### config.mk
export PLATFORM = sky130hd
export DESIGN_NAME = sim_run_controller
export DESIGN_NICKNAME = d
export VERILOG_FILES = /design/src/rtl/sim_run_controller.sv
export SDC_FILE = /design/constraint.sdc
export NUM_CORES = 1
export LEC_CHECK = 0
export ABC_CLOCK_PERIOD_IN_PS = 4200
export CAP_MARGIN = 40
export CORE_ASPECT_RATIO = 2
export CORE_MARGIN = 5
export CORE_UTILIZATION = 59
export DETAILED_ROUTE_END_ITERATION = 10
export MAX_ROUTING_LAYER = met4
export PLACE_DENSITY = 0.86
export REMOVE_ABC_BUFFERS = 1
export SETUP_SLACK_MARGIN = 0.3
export SLEW_MARGIN = 20
export SYNTH_ARGS = -nofsm -noshare
export SYNTH_HDL_FRONTEND = slang
export SYNTH_SLANG_ARGS = --single-unit
export TNS_END_PERCENT = 5
### constraint.sdc
create_clock -name clk -period 4.2 [get_ports clk]
set_clock_uncertainty 0.15 [all_clocks]
set_input_delay 0.63 -clock clk [delete_from_list [all_inputs] [get_ports clk]]
set_output_delay 0.63 -clock clk [all_outputs]
set_load 0.05 [all_outputs]
### src/rtl/sim_run_controller.sv
// Run controller for a processor-under-test: pulses the core reset, counts run cycles,
// snoops data-memory stores into a small log and ends the run with PASS/FAIL/TIMEOUT.
module sim_run_controller #(
    parameter int unsigned RESET_CYCLES = 4,
    parameter int unsigned MAX_CYCLES   = 200,
    parameter logic [31:0] TOHOST_ADR   = 32'h0000_0100,
    parameter logic [31:0] PASS_VALUE   = 32'h0000_0001,
    parameter bit          HALT_ON_DONE = 1'b1,
    parameter int unsigned LOG_DEPTH    = 8,
    parameter int unsigned CNT_W        = 32,
    localparam int unsigned LOG_AW      = $clog2(LOG_DEPTH)
) (
    input  logic              clk,
    input  logic              reset,
    input  logic              MemWrite,
    input  logic [31:0]       DataAdr,
    input  logic [31:0]       WriteData,
    output logic              core_reset,
    output logic              running,
    output logic              done,
    output logic [1:0]        status,
    output logic [CNT_W-1:0]  cycle_count,
    output logic [CNT_W-1:0]  store_count,
    input  logic [LOG_AW-1:0] log_idx,
    output logic [31:0]       log_adr,
    output logic [31:0]       log_data,
    output logic              log_valid,
    output logic [1:0]        fsm_state
);
    localparam int unsigned HOLD_W = $clog2(RESET_CYCLES + 1);

    typedef enum logic [1:0] {
        HOLD = 2'd0,
        RUN  = 2'd1,
        DONE = 2'd2
    } state_t;

    state_t              state_q, state_d;
    logic [HOLD_W-1:0]   hold_q, hold_d;
    logic                core_reset_q, core_reset_d;
    logic [1:0]          status_q, status_d;
    logic [CNT_W-1:0]    cycle_q, cycle_d;
    logic [CNT_W-1:0]    store_q, store_d;
    logic [LOG_AW-1:0]   wptr_q;
    logic                log_we;
    logic [31:0]         log_adr_mem  [LOG_DEPTH];
    logic [31:0]         log_data_mem [LOG_DEPTH];

    always_ff @(posedge clk or negedge reset) begin
        if (!reset) begin
            state_q      <= HOLD;
            hold_q       <= '0;
            core_reset_q <= 1'b1;
            status_q     <= 2'b00;
            cycle_q      <= '0;
            store_q      <= '0;
        end else begin
            state_q      <= state_d;
            hold_q       <= hold_d;
            core_reset_q <= core_reset_d;
            status_q     <= status_d;
            cycle_q      <= cycle_d;
            store_q      <= store_d;
        end
    end

    always_comb begin
        state_d      = state_q;
        hold_d       = hold_q;
        core_reset_d = core_reset_q;
        status_d     = status_q;
        cycle_d      = cycle_q;
        store_d      = store_q;
        log_we       = 1'b0;
        case (state_q)
            HOLD: begin
                hold_d = hold_q + 1'b1;
                if (hold_q == HOLD_W'(RESET_CYCLES - 1)) begin
                    state_d      = RUN;
                    core_reset_d = 1'b0;
                end
            end
            RUN: begin
                if (cycle_q != '1) cycle_d = cycle_q + 1'b1;
                if (MemWrite) begin
                    log_we = 1'b1;
                    if (store_q != '1) store_d = store_q + 1'b1;
                end
                // A tohost store on the limit edge takes priority over the timeout.
                if (MemWrite && (DataAdr == TOHOST_ADR)) begin
                    state_d      = DONE;
                    status_d     = (WriteData == PASS_VALUE) ? 2'b01 : 2'b10;
                    core_reset_d = HALT_ON_DONE;
                end else if (cycle_d >= CNT_W'(MAX_CYCLES)) begin
                    state_d      = DONE;
                    status_d     = 2'b11;
                    core_reset_d = HALT_ON_DONE;
                end
            end
            default: ;
        endcase
    end

    always_ff @(posedge clk or negedge reset) begin
        if (!reset) begin
            wptr_q <= '0;
            for (int i = 0; i < LOG_DEPTH; i++) begin
                log_adr_mem[i]  <= '0;
                log_data_mem[i] <= '0;
            end
        end else if (log_we) begin
            log_adr_mem[wptr_q]  <= DataAdr;
            log_data_mem[wptr_q] <= WriteData;
            wptr_q               <= wptr_q + 1'b1;
        end
    end

    // Index 0 is the newest entry; the pointer arithmetic wraps at LOG_DEPTH.
    logic [LOG_AW-1:0] rd_ptr;
    logic [CNT_W-1:0]  filled;

    always_comb begin
        rd_ptr    = wptr_q - LOG_AW'(1) - log_idx;
        filled    = (store_q < CNT_W'(LOG_DEPTH)) ? store_q : CNT_W'(LOG_DEPTH);
        log_valid = (CNT_W'(log_idx) < filled);
        log_adr   = log_valid ? log_adr_mem[rd_ptr]  : 32'h0;
        log_data  = log_valid ? log_data_mem[rd_ptr] : 32'h0;
    end

    assign core_reset  = core_reset_q;
    assign running     = (state_q == RUN);
    assign done        = (state_q == DONE);
    assign status      = status_q;
    assign cycle_count = cycle_q;
    assign store_count = store_q;
    assign fsm_state   = state_q;

endmodule

==> flow_summary.json <==
{
  "synthMuxAreaShare_pct": 32.1,
  "hold_path_class": "register to register",
  "clock_sinks": 587,
  "p_sw_uw": 13900,
  "setup_viol": 0,
  "cts_tree": "built",
  "cts_buffer_depth": 3,
  "crit_required_ns": 3.42,
  "p_int_uw": 21700,
  "vias_per_cell": 6.56,
  "clockRootBuffer": "clkbuf_16",
  "drt-initial-drc-count": 1626,
  "ys_seq_area_share_pct": 53.9,
  "synth-edff-count": 0,
  "synth_top_cell_by_area": "dfrtp_1",
  "crit_fanout": 5,
  "route.detailed.drc": 0,
  "route.antenna.remaining_nets": 0,
  "synth-simple-area-share_pct": 6.82,
  "yosys_warnings": 0,
  "grt_pass1_wl_um": 118000,
  "tightest_slew_ns": 0.804,
  "hpwl_um": 44400,
  "postLayoutCellArea_um2": 34300,
  "htreeDepth": 2,
  "whs_ns": 0.338,
  "p_per_area_nw_per_um2": 1040,
  "p_leak_uw": 0.0143,
  "top_level_ports": 206,
  "drtPass1Iterations": 6,
  "slew_violations": 0,
  "core.rowCount": 111,
  "vdd_drop_max_mv": 1.22,
  "die_h_um": 314,
  "synth_cells": 1933,
  "synth_top_family_by_area": "multiplexers",
  "power.share.sequential_pct": 27.3,
  "clk_latency_ns": 0.59,
  "grt_max_degree": 117,
  "arrival_ns": 3.40,
  "fin_crit_ns": 4.18,
  "syn_area_per_cell_um2": 14.1,
  "synth_area_um2": 27300,
  "pwr-share-comb_pct": 58.8,
  "netlist.area_leader.share_pct": 53.8,
  "start_kind": "register",
  "rsz0062_at_grt": "yes",
  "start_util_pct": 59.5,
  "synthFlopType": "dfrtp_1",
  "ys_ff_latch": 587,
  "fin_crit_sh_pct": 99.6,
  "finalHoldViolations": 0,
  "cpPeakStageDelay_ns": 0.45,
  "cpMaxStageDelayCell": "dfrtp_1",
  "clock.fmax_ghz": 0.239,
  "layout_common_cells": "dfrtp_1, mux2_2, nand2_1, clkdlybuf4s50_1, mux4_2",
  "vias": 18400,
  "drv_cap": 0,
  "swShare_pct": 39.0,
  "portBuffers": 205,
  "synthXorXnorAreaFrac_pct": 2.38,
  "slew_headroom_pct": 45.0,
  "wirelength_um": 77100,
  "path_clk_slew_ns": 0.07,
  "synth-compound-area-share_pct": 2.29,
  "synth_area_leaders": "dfrtp_1, mux2_2, mux4_2",
  "clockPowerShare_pct": 13.9,
  "ys_async_sr_fraction_pct": 100,
  "grt_pass1_vias": 20000,
  "area_growth_syn_to_layout_pct": 25.7,
  "wire_per_inst_um": 27.5,
  "worstSetupPathType": "register to output pin",
  "antenna_found_initial": 7,
  "yosysUniqueCellTypes": 70,
  "die_w_um": 162,
  "finalWeightedCongestion": 0.991,
  "grtUsageTotal_pct": 30.8,
  "coreArea_um2": 45800,
  "worstSetupEndpointType": "output pin",
  "run_status": "finished, final reports clean",
  "cts_buffers": 50,
  "dpl-instance-area_um2": 31300,
  "final_common_cell": "dfrtp_1",
  "synth_fa_ha_area_share_pct": 0.441,
  "grt_overflow": 0,
  "drive_gt1_share_pct": 46.9,
  "nets": 2266,
  "die-area_um2": 50900,
  "worstPathCellList": "nor4_2, nand4_1, nor2_2, nand2_1, ha_1, a21boi_1, o21a_2, o21a_4, clkbuf_16, a21oi_2, buf_12"
}
## final timing paths
path | end | cells after the start | slack [ns] | start
worst min-delay path | core_reset | 2 | 0.34 | core_reset
worst max register to register | status[0] | 9 | 0.26 | cycle_count[3]
max in group asynchronous | log_adr_mem[153] | 3 | 2.32 | reset
min in group asynchronous | store_count[15] | 2 | 0.45 | reset
worst min register to register | core_reset | 2 | 0.34 | core_reset
worst max-delay path | log_adr[1] | 11 | 0.02 | store_count[9]
## stage by stage
stage / cells / power, uW / utilization (%) / worst slack (ns) / setup TNS, ns
3_5_place_dp: 2660 / 28500 / 68.3 / -0.0182 / -0.0321
3_3_place_gp: 2659 / 27800 / 68.2 / 0.0103 / 0
6_report: 2800 / 35600 / 74.8 / 0.0156 / 0
2_1_floorplan: 1818 / 20300 / - / -3.62 / -833.29
4_1_cts: 2779 / 35300 / 74.3 / 0.125 / 0
5_1_grt: 2800 / 36900 / 74.8 / -0.0776 / -1.75
## cell type report
| type | count | area, um2 |
|---|---|---|
| clock inverter | 20 | 233 |
| fill | 2577 | 11600 |
| antenna | 7 | 17.5 |
| tap | 565 | 707 |
| inverter | 17 | 63.8 |
| multi-input combinational | 1215 | 12700 |
| clock buffer | 73 | 1520 |
| timing repair buffer | 316 | 4280 |
| sequential | 587 | 14700 |
## state kept, by name (all words and copies together) (netlist names)
signal	flops
store_count	32
cycle_count	32
status	2
log_data_mem	256
hold_q	3
fsm_state	2
core_reset	1
wptr_q	3
log_adr_mem	256
## synth_stat cells (2+ instances only)
library cell and n:
xor2_1 29, o21ai_0 6, nor3_1 17, a211oi_1 2, mux2i_1 5, and3_2 2
nor4_1 24, clkbuf_1 90, nand4_1 25, nand3_1 28, nand2b_1 2, xnor2_1 45
nor2_1 42, ha_1 8, nor4b_1 5, clkbuf_8 4, and3_1 13, and4_1 7
a311oi_1 2, o21a_1 4, buf_2 2, nor2b_1 3, nor4_2 2, mux2_2 516
inv_1 16, mux4_2 128, o211ai_1 2, buf_1 14, or3_1 5, or4_1 2
o31ai_1 2, nand2_1 175, and2_1 9, a21oi_1 69, or4_4 2, nor3b_1 3
a21boi_0 3, dfrtp_1 586, buf_6 3
## metal layers
metal	track usage, %	vias to the layer above	part of all wire [%]
li1	-	7612	-
met1	36.3	9720	36
met2	51.8	796	53
met3	4.07	241	5.5
met4	16.2	0	5.9
met5	-	-	0
## critical path, delay by kind of cell (launching register included)
family | cells | cell delay, ns
AO/OA/AOI/OAI | 4 | 0.91
AND/OR/NAND/NOR | 4 | 0.80
adder cells (fa/ha/maj) | 1 | 0.27
buffers and inverters | 2 | 0.39
flip-flops | 1 | 0.45
## cell families after synthesis
group,count (synthesis)
multiplexers,650
flip-flops,587
AND/OR/NAND/NOR,377
buffers and inverters,132
AO/OA/AOI/OAI,104
XOR/XNOR,74
adder cells (fa/ha/maj),9
## power groups by stage
stage                     sequential, uW  clock (uW)  combinational (uW)
after floorplan                     9190           0               11100
final                               9710        4940               20900
after CTS                           9580        4990               20800
after detailed placement            9630           0               18800
after global placement              9320           0               18500
after global routing                9950        5230               21700
## what timing repair did
action / in CTS / in global routing
buffers inserted: 18 / 9
pin swaps: 18 / 4
hold endpoints to repair: 63 / 0
endpoints found under the setup margin: 65 / 69
hold buffers: 1 / 0
resized for setup: 156 / 12
gates cloned: 7 / 5
(Power assumes the default switching activity.)
